File: src/rtl/cnt_countdown_pkg.sv
// -----------------------------------------------------------------------------
// cnt_defs -- shared definitions for the countdown timer block.
//   state_e        : FSM state encoding (IDLE/RUN/PAUSE/DONE, 2 bits)
//   BCD_ZERO       : two-digit BCD 00
//   BCD_NINE       : largest legal BCD digit
//   bcd_sanitize() : clamps each digit to 9, then the value to a BCD ceiling
// -----------------------------------------------------------------------------
package cnt_defs;

  typedef enum logic [1:0] {
    ST_IDLE  = 2'd0,
    ST_RUN   = 2'd1,
    ST_PAUSE = 2'd2,
    ST_DONE  = 2'd3
  } state_e;

  localparam logic [7:0] BCD_ZERO = 8'h00;
  localparam logic [3:0] BCD_NINE = 4'd9;

  // Digits are clamped first so the following magnitude compare sees valid
  // BCD, for which a plain binary compare orders values correctly.
  function automatic logic [7:0] bcd_sanitize(input logic [7:0] val,
                                               input logic [7:0] max_val);
    logic [3:0] tens;
    logic [3:0] ones;
    tens = (val[7:4] > BCD_NINE) ? BCD_NINE : val[7:4];
    ones = (val[3:0] > BCD_NINE) ? BCD_NINE : val[3:0];
    return ({tens, ones} > max_val) ? max_val : {tens, ones};
  endfunction

endpackage

File: src/rtl/cnt_countdown_bcd2_down.sv
// -----------------------------------------------------------------------------
// bcd2_down -- combinational two-digit BCD decrementer with borrow chain.
//   val[7:0]       : BCD input {tens, ones}
//   bin            : borrow in; when low the value passes through unchanged
//   tens_wrap[3:0] : tens digit to restart at when the tens digit underflows
//   res[7:0]       : BCD result
//   bout           : borrow out, high when the whole pair underflowed
// -----------------------------------------------------------------------------
module bcd2_down
  import cnt_defs::*;
(
  input  logic [7:0] val,
  input  logic       bin,
  input  logic [3:0] tens_wrap,
  output logic [7:0] res,
  output logic       bout
);

  always_comb begin
    // NOTE: every output gets a default first so no path leaves it unassigned,
    // which would otherwise infer a latch.
    res  = val;
    bout = 1'b0;
    if (bin) begin
      if (val[3:0] != 4'd0) begin
        res[3:0] = val[3:0] - 4'd1;
      end else begin
        res[3:0] = BCD_NINE;
        if (val[7:4] != 4'd0) begin
          res[7:4] = val[7:4] - 4'd1;
        end else begin
          res[7:4] = tens_wrap;
          bout     = 1'b1;
        end
      end
    end
  end

endmodule

File: src/rtl/cnt_countdown.sv
// -----------------------------------------------------------------------------
// cnt_countdown -- loadable MM:SS BCD countdown timer with start/pause control.
//   clk        : system clock
//   rst        : asynchronous active-low reset
//   tick       : one-clk 1 Hz enable, decrements one second while running
//   load       : one-clk pulse, copies sanitised set_sec/set_min, goes IDLE
//   start_stop : one-clk pulse, toggles run/pause (and leaves DONE)
//   set_sec    : BCD preset seconds {tens, ones}
//   set_min    : BCD preset minutes {tens, ones}
//   cnt_sec    : BCD current seconds
//   cnt_min    : BCD current minutes
//   running    : high while in RUN
//   done       : high while in DONE
// Event priority within one cycle: load > start_stop > tick.
// -----------------------------------------------------------------------------
module cnt_countdown
  import cnt_defs::*;
#(
  parameter logic [7:0] SEC_MAX = 8'h59,
  parameter logic [7:0] MIN_MAX = 8'h59
) (
  input  logic       clk,
  input  logic       rst,
  input  logic       tick,
  input  logic       load,
  input  logic       start_stop,
  input  logic [7:0] set_sec,
  input  logic [7:0] set_min,
  output logic [7:0] cnt_sec,
  output logic [7:0] cnt_min,
  output logic       running,
  output logic       done
);

  state_e     r_state;
  logic [7:0] r_sec;
  logic [7:0] r_min;

  state_e     w_state_nxt;
  logic [7:0] w_sec_nxt;
  logic [7:0] w_min_nxt;
  logic [7:0] w_sec_dec;
  logic [7:0] w_min_dec;
  logic       w_sec_borrow;
  logic       w_min_borrow;
  logic       w_is_zero;
  logic       w_dec_zero;

  bcd2_down u_sec_dec (
    .val       (r_sec),
    .bin       (1'b1),
    .tens_wrap (SEC_MAX[7:4]),
    .res       (w_sec_dec),
    .bout      (w_sec_borrow)
  );

  bcd2_down u_min_dec (
    .val       (r_min),
    .bin       (w_sec_borrow),
    .tens_wrap (MIN_MAX[7:4]),
    .res       (w_min_dec),
    .bout      (w_min_borrow)
  );

  // A borrow falls out of the minutes stage only when both pairs were 00,
  // so it doubles as the "counter is 00:00" detect.
  assign w_is_zero  = w_min_borrow;
  assign w_dec_zero = (w_sec_dec == BCD_ZERO) && (w_min_dec == BCD_ZERO);

  always_comb begin
    w_state_nxt = r_state;
    w_sec_nxt   = r_sec;
    w_min_nxt   = r_min;
    if (load) begin
      w_sec_nxt   = bcd_sanitize(set_sec, SEC_MAX);
      w_min_nxt   = bcd_sanitize(set_min, MIN_MAX);
      w_state_nxt = ST_IDLE;
    end else begin
      case (r_state)
        ST_IDLE: begin
          if (start_stop) w_state_nxt = w_is_zero ? ST_DONE : ST_RUN;
        end
        ST_RUN: begin
          if (start_stop) begin
            w_state_nxt = ST_PAUSE;
          end else if (tick && !w_is_zero) begin
            w_sec_nxt = w_sec_dec;
            w_min_nxt = w_min_dec;
            if (w_dec_zero) w_state_nxt = ST_DONE;
          end
        end
        ST_PAUSE: begin
          if (start_stop) w_state_nxt = ST_RUN;
        end
        ST_DONE: begin
          w_sec_nxt = BCD_ZERO;
          w_min_nxt = BCD_ZERO;
          if (start_stop) w_state_nxt = ST_IDLE;
        end
      endcase
    end
  end

  // NOTE: state registers use non-blocking assignments so every flop samples
  // the pre-edge values, independent of statement order.
  always_ff @(posedge clk or negedge rst) begin
    if (!rst) begin
      r_state <= ST_IDLE;
      r_sec   <= BCD_ZERO;
      r_min   <= BCD_ZERO;
    end else begin
      r_state <= w_state_nxt;
      r_sec   <= w_sec_nxt;
      r_min   <= w_min_nxt;
    end
  end

  assign cnt_sec = r_sec;
  assign cnt_min = r_min;
  assign running = (r_state == ST_RUN);
  assign done    = (r_state == ST_DONE);

endmodule

File: config.mk
export PLATFORM = sky130hd
export DESIGN_NAME = cnt_countdown
export DESIGN_NICKNAME = d
export VERILOG_FILES = /design/src/rtl/cnt_countdown_pkg.sv /design/src/rtl/cnt_countdown_bcd2_down.sv /design/src/rtl/cnt_countdown.sv
export SDC_FILE = /design/constraint.sdc
export NUM_CORES = 1
export LEC_CHECK = 0
export BUFFER_PORTS_ARGS = -buffer_cell sky130_fd_sc_hd__buf_2
export CORE_MARGIN = 2
export CORE_UTILIZATION = 40
export CTS_BUF_LIST = sky130_fd_sc_hd__clkbuf_8
export CTS_CLUSTER_DIAMETER = 80
export DETAILED_ROUTE_END_ITERATION = 8
export MAX_ROUTING_LAYER = met4
export PLACE_DENSITY_LB_ADDON = 0.3
export SYNTH_ARGS = -nofsm -noshare
export SYNTH_HDL_FRONTEND = slang
export SYNTH_SLANG_ARGS = --single-unit
File: constraint.sdc
create_clock -name clk -period 3.8 [get_ports clk]
set_input_delay 0 -clock clk [delete_from_list [all_inputs] [get_ports clk]]
set_output_delay 0 -clock clk [all_outputs]
set_load 0.1 [all_outputs]
==> impl_results.md <==
- Startpoint types: flop
- Cell taking the most area after synthesis: dfrtp_1
- Area grow syn2layout: 26.0%
- Initial Util: between 40% and 50%
- First-pass GRT wire length: between 5000 and 6000 um
- Final setup fails: 0
- Final Cycle Share: a little over three fifths
- Ant diodes: 0
- Total number of yosys warnings: 0
- Arrival time worst endpoint: about 2500 ps
- Relative slew margins: ~43%
- Most frequent cells in the layout: buf_2 (38), dfrtp_1 (18), nor2_1 (14)
- CTS tree: built
- Register bit total from synthesis: 18
- Die Y: just under 60 um
- Avg Vias per Cell: between 5 and 6
- Layout cell share with drive strength beyond 1: between 20% and 30%
- Cts bufs inserted: 3
- Cell variety after synth: 42
- Unrepaired setup endpoints after global routing: no
- Core area: roughly 2800 um^2
- CP endpoint kind: flop
- Worst Path Class, Setup: flop to flop
- Routed WL per cell: 15.8 um
- Initial antenna violation count: 0
- Drt first pass iters: 6
- Worst slew pin tran: approximately 850 ps
- Final #Nets: 203
- Clock skew: 5.18 ps
- Reg2Reg Setup Slack: approximately 1400 ps
- Clock transition at path regs: 70 ps
- Syn_area_per_cell: approximately 8.7 um^2
- Max Slew Vio Count: 0
- Core Rows: 19
- Synth top area cells: dfrtp_1 (38%), o21ai_0 (4.6%), nor2_1 (4.4%)
- Lkg Pwr: a little under 0.7 nW
- GRT Util Overall: a little over a fifth
- DP Cell Count: 202
- IO buf count: 38
- Die ar.: about 3500 um^2
- Fin. Hold Viols: 0
- Setup WS pre-CTS: 1850 ps
- Max Buffers Root-to-Sink: 2
- Syn Std Cell Area: roughly 1200 um^2
- Cell Pwr Density: ~380 nW/um^2
- Fmax: 0.420 GHz
- Critical path peak fanout: 7
- RD Place Congestion: between 0.8 and 0.9
- Die width: approximately 59 um
- Final Routed Wirelength: approximately 3300 um
- Fin cells: between 200 and 250
- Setup TNS: 0 ps
- Hpwl dp: ~2500 um
- Grt ovf: 0
- Sequential-to-total area share from yosys stat: ~38%
- Cell count after synthesis: 138
- Max VDD drop: between 200 and 250 uV
- Post-CTS Resized: 0
- Largest net degree at the start of global routing: 21
- Fin crit period: ~2400 ps
- Setup Fix Bufs, Post-CTS: 0
- Number of global-route vias before repair: around 1,200
- Commonest non-fill, non-tap cell in the layout: buf_2
- Clk_lat worst skew: between 200 and 300 ps
- Ports: 39
- Outcome: finished with violations
- Final worst slack: 1420 ps
- Post-synth top area share: between 30% and 40%
- Hold Crit Class: input pin to flop
- Clk sinks: 18
- Clock Tree Root: clkbuf_8
- Post-route DRC violation count: 3
- DRT iter0 DRCs: 73
- Filler cell count: 250
- Worst Path Required: 3950 ps
- Via Count: around 1,300
- Max Cap Viol: 0
- H-Tree Depth: 1
- Fin util: 53.9%
- Syn nets: ~160
- ANT nets after route: 0
- Violated checks: DRC
[area by class of cell]
class / instances / area (um^2) / area share [%]
clock buffer: 3 / 41.3 / 2.73
tap: 31 / 38.8 / 2.57
multi-input combinational: 113 / 723 / 47.8
inverter: 2 / 7.51 / 0.497
sequential: 18 / 450 / 29.8
timing repair buffer: 44 / 250 / 16.6
[path summary, 6_finish.rpt]
| check | end | from | depth (start not counted) |
|---|---|---|---|
| max | cnt_sec[5] | cnt_sec[1] | 6 |
| min | cnt_min[4] | set_min[4] | 3 |
| max reg2reg | cnt_sec[5] | cnt_sec[1] | 6 |
| min reg2reg | r_state[1] | r_state[1] | 1 |
| max in group asynchronous | cnt_min[0] | rst | 2 |
| min in group asynchronous | cnt_min[6] | rst | 2 |
[layer usage]
| metal | vias up | part of all wire [%] | global-route usage [%] |
|---|---|---|---|
| met5 | - | 0 | - |
| met4 | 0 | 1.5 | 8.12 |
| met3 | 5 | 6.2 | 4.18 |
| met2 | 42 | 47 | 33.5 |
| met1 | 596 | 45 | 27.3 |
| li1 | 611 | - | - |
[power by group]
part / total (mW) / switching, mW / internal (mW)
combinational: 0.206 / 0.157 / 0.0489
clock: 0.137 / 0.0666 / 0.0706
sequential: 0.230 / 0.0245 / 0.205
total: 0.573 / 0.248 / 0.325
[metrics by stage]
stage                     cell area, um^2  total power, mW  hold WS, ps
after floorplan                      1200            0.387         -296
after global placement               1410            0.431        -38.1
after detailed placement             1410            0.435        -30.0
after CTS                            1510            0.575         5.37
after global routing                 1510            0.599         6.43
final                                1510            0.573         4.88
[state kept, by name, summed over array words and instances (netlist names)]
name / count
cnt_min: 8
cnt_sec: 8
r_state: 2
[cell families after synthesis]
logic type / share of synthesized area, %
simple gates: 33.5
compound gates: 22.1
flops: 37.5
buf+inv: 2.19
xor+xnor: 2.19
mux: 2.50
[what timing repair did]
action                                  CTS  global route
endpoints found under the setup margin    0             0
hold buffers                              6             0
endpoints found under the hold margin    22             0
[synth_stat cells, drive strengths merged]
master,n
o221ai,1
inv,2
o21a,2
a31oi,1
xor2,1
nand4,1
a21o,2
nor3,5
o211ai,4
o31ai,3
mux2i,3
nor4bb,1
and3b,1
nand2,11
clkbuf,5
or3,1
nand3b,2
or2,1
and3,2
and2,1
nor2,14
xnor2,2
o32ai,1
a21oi,6
or4,5
o21ai,14
a211oi,1
o21bai,1
nand3,10
nor2b,4
a22oi,1
dfrtp,18
o311ai,2
a31o,1
nor4,8
[worst max-delay path: stages, from the launching register on]
cell and delay [ps]:
dfrtp_1 470, nor4_4 410, nand2_1 200, nor3_1 310
mux2i_1 220, o32ai_1 100, dlygate4sd3_1 560
Note: power is estimated with default switching activity, not from simulation.
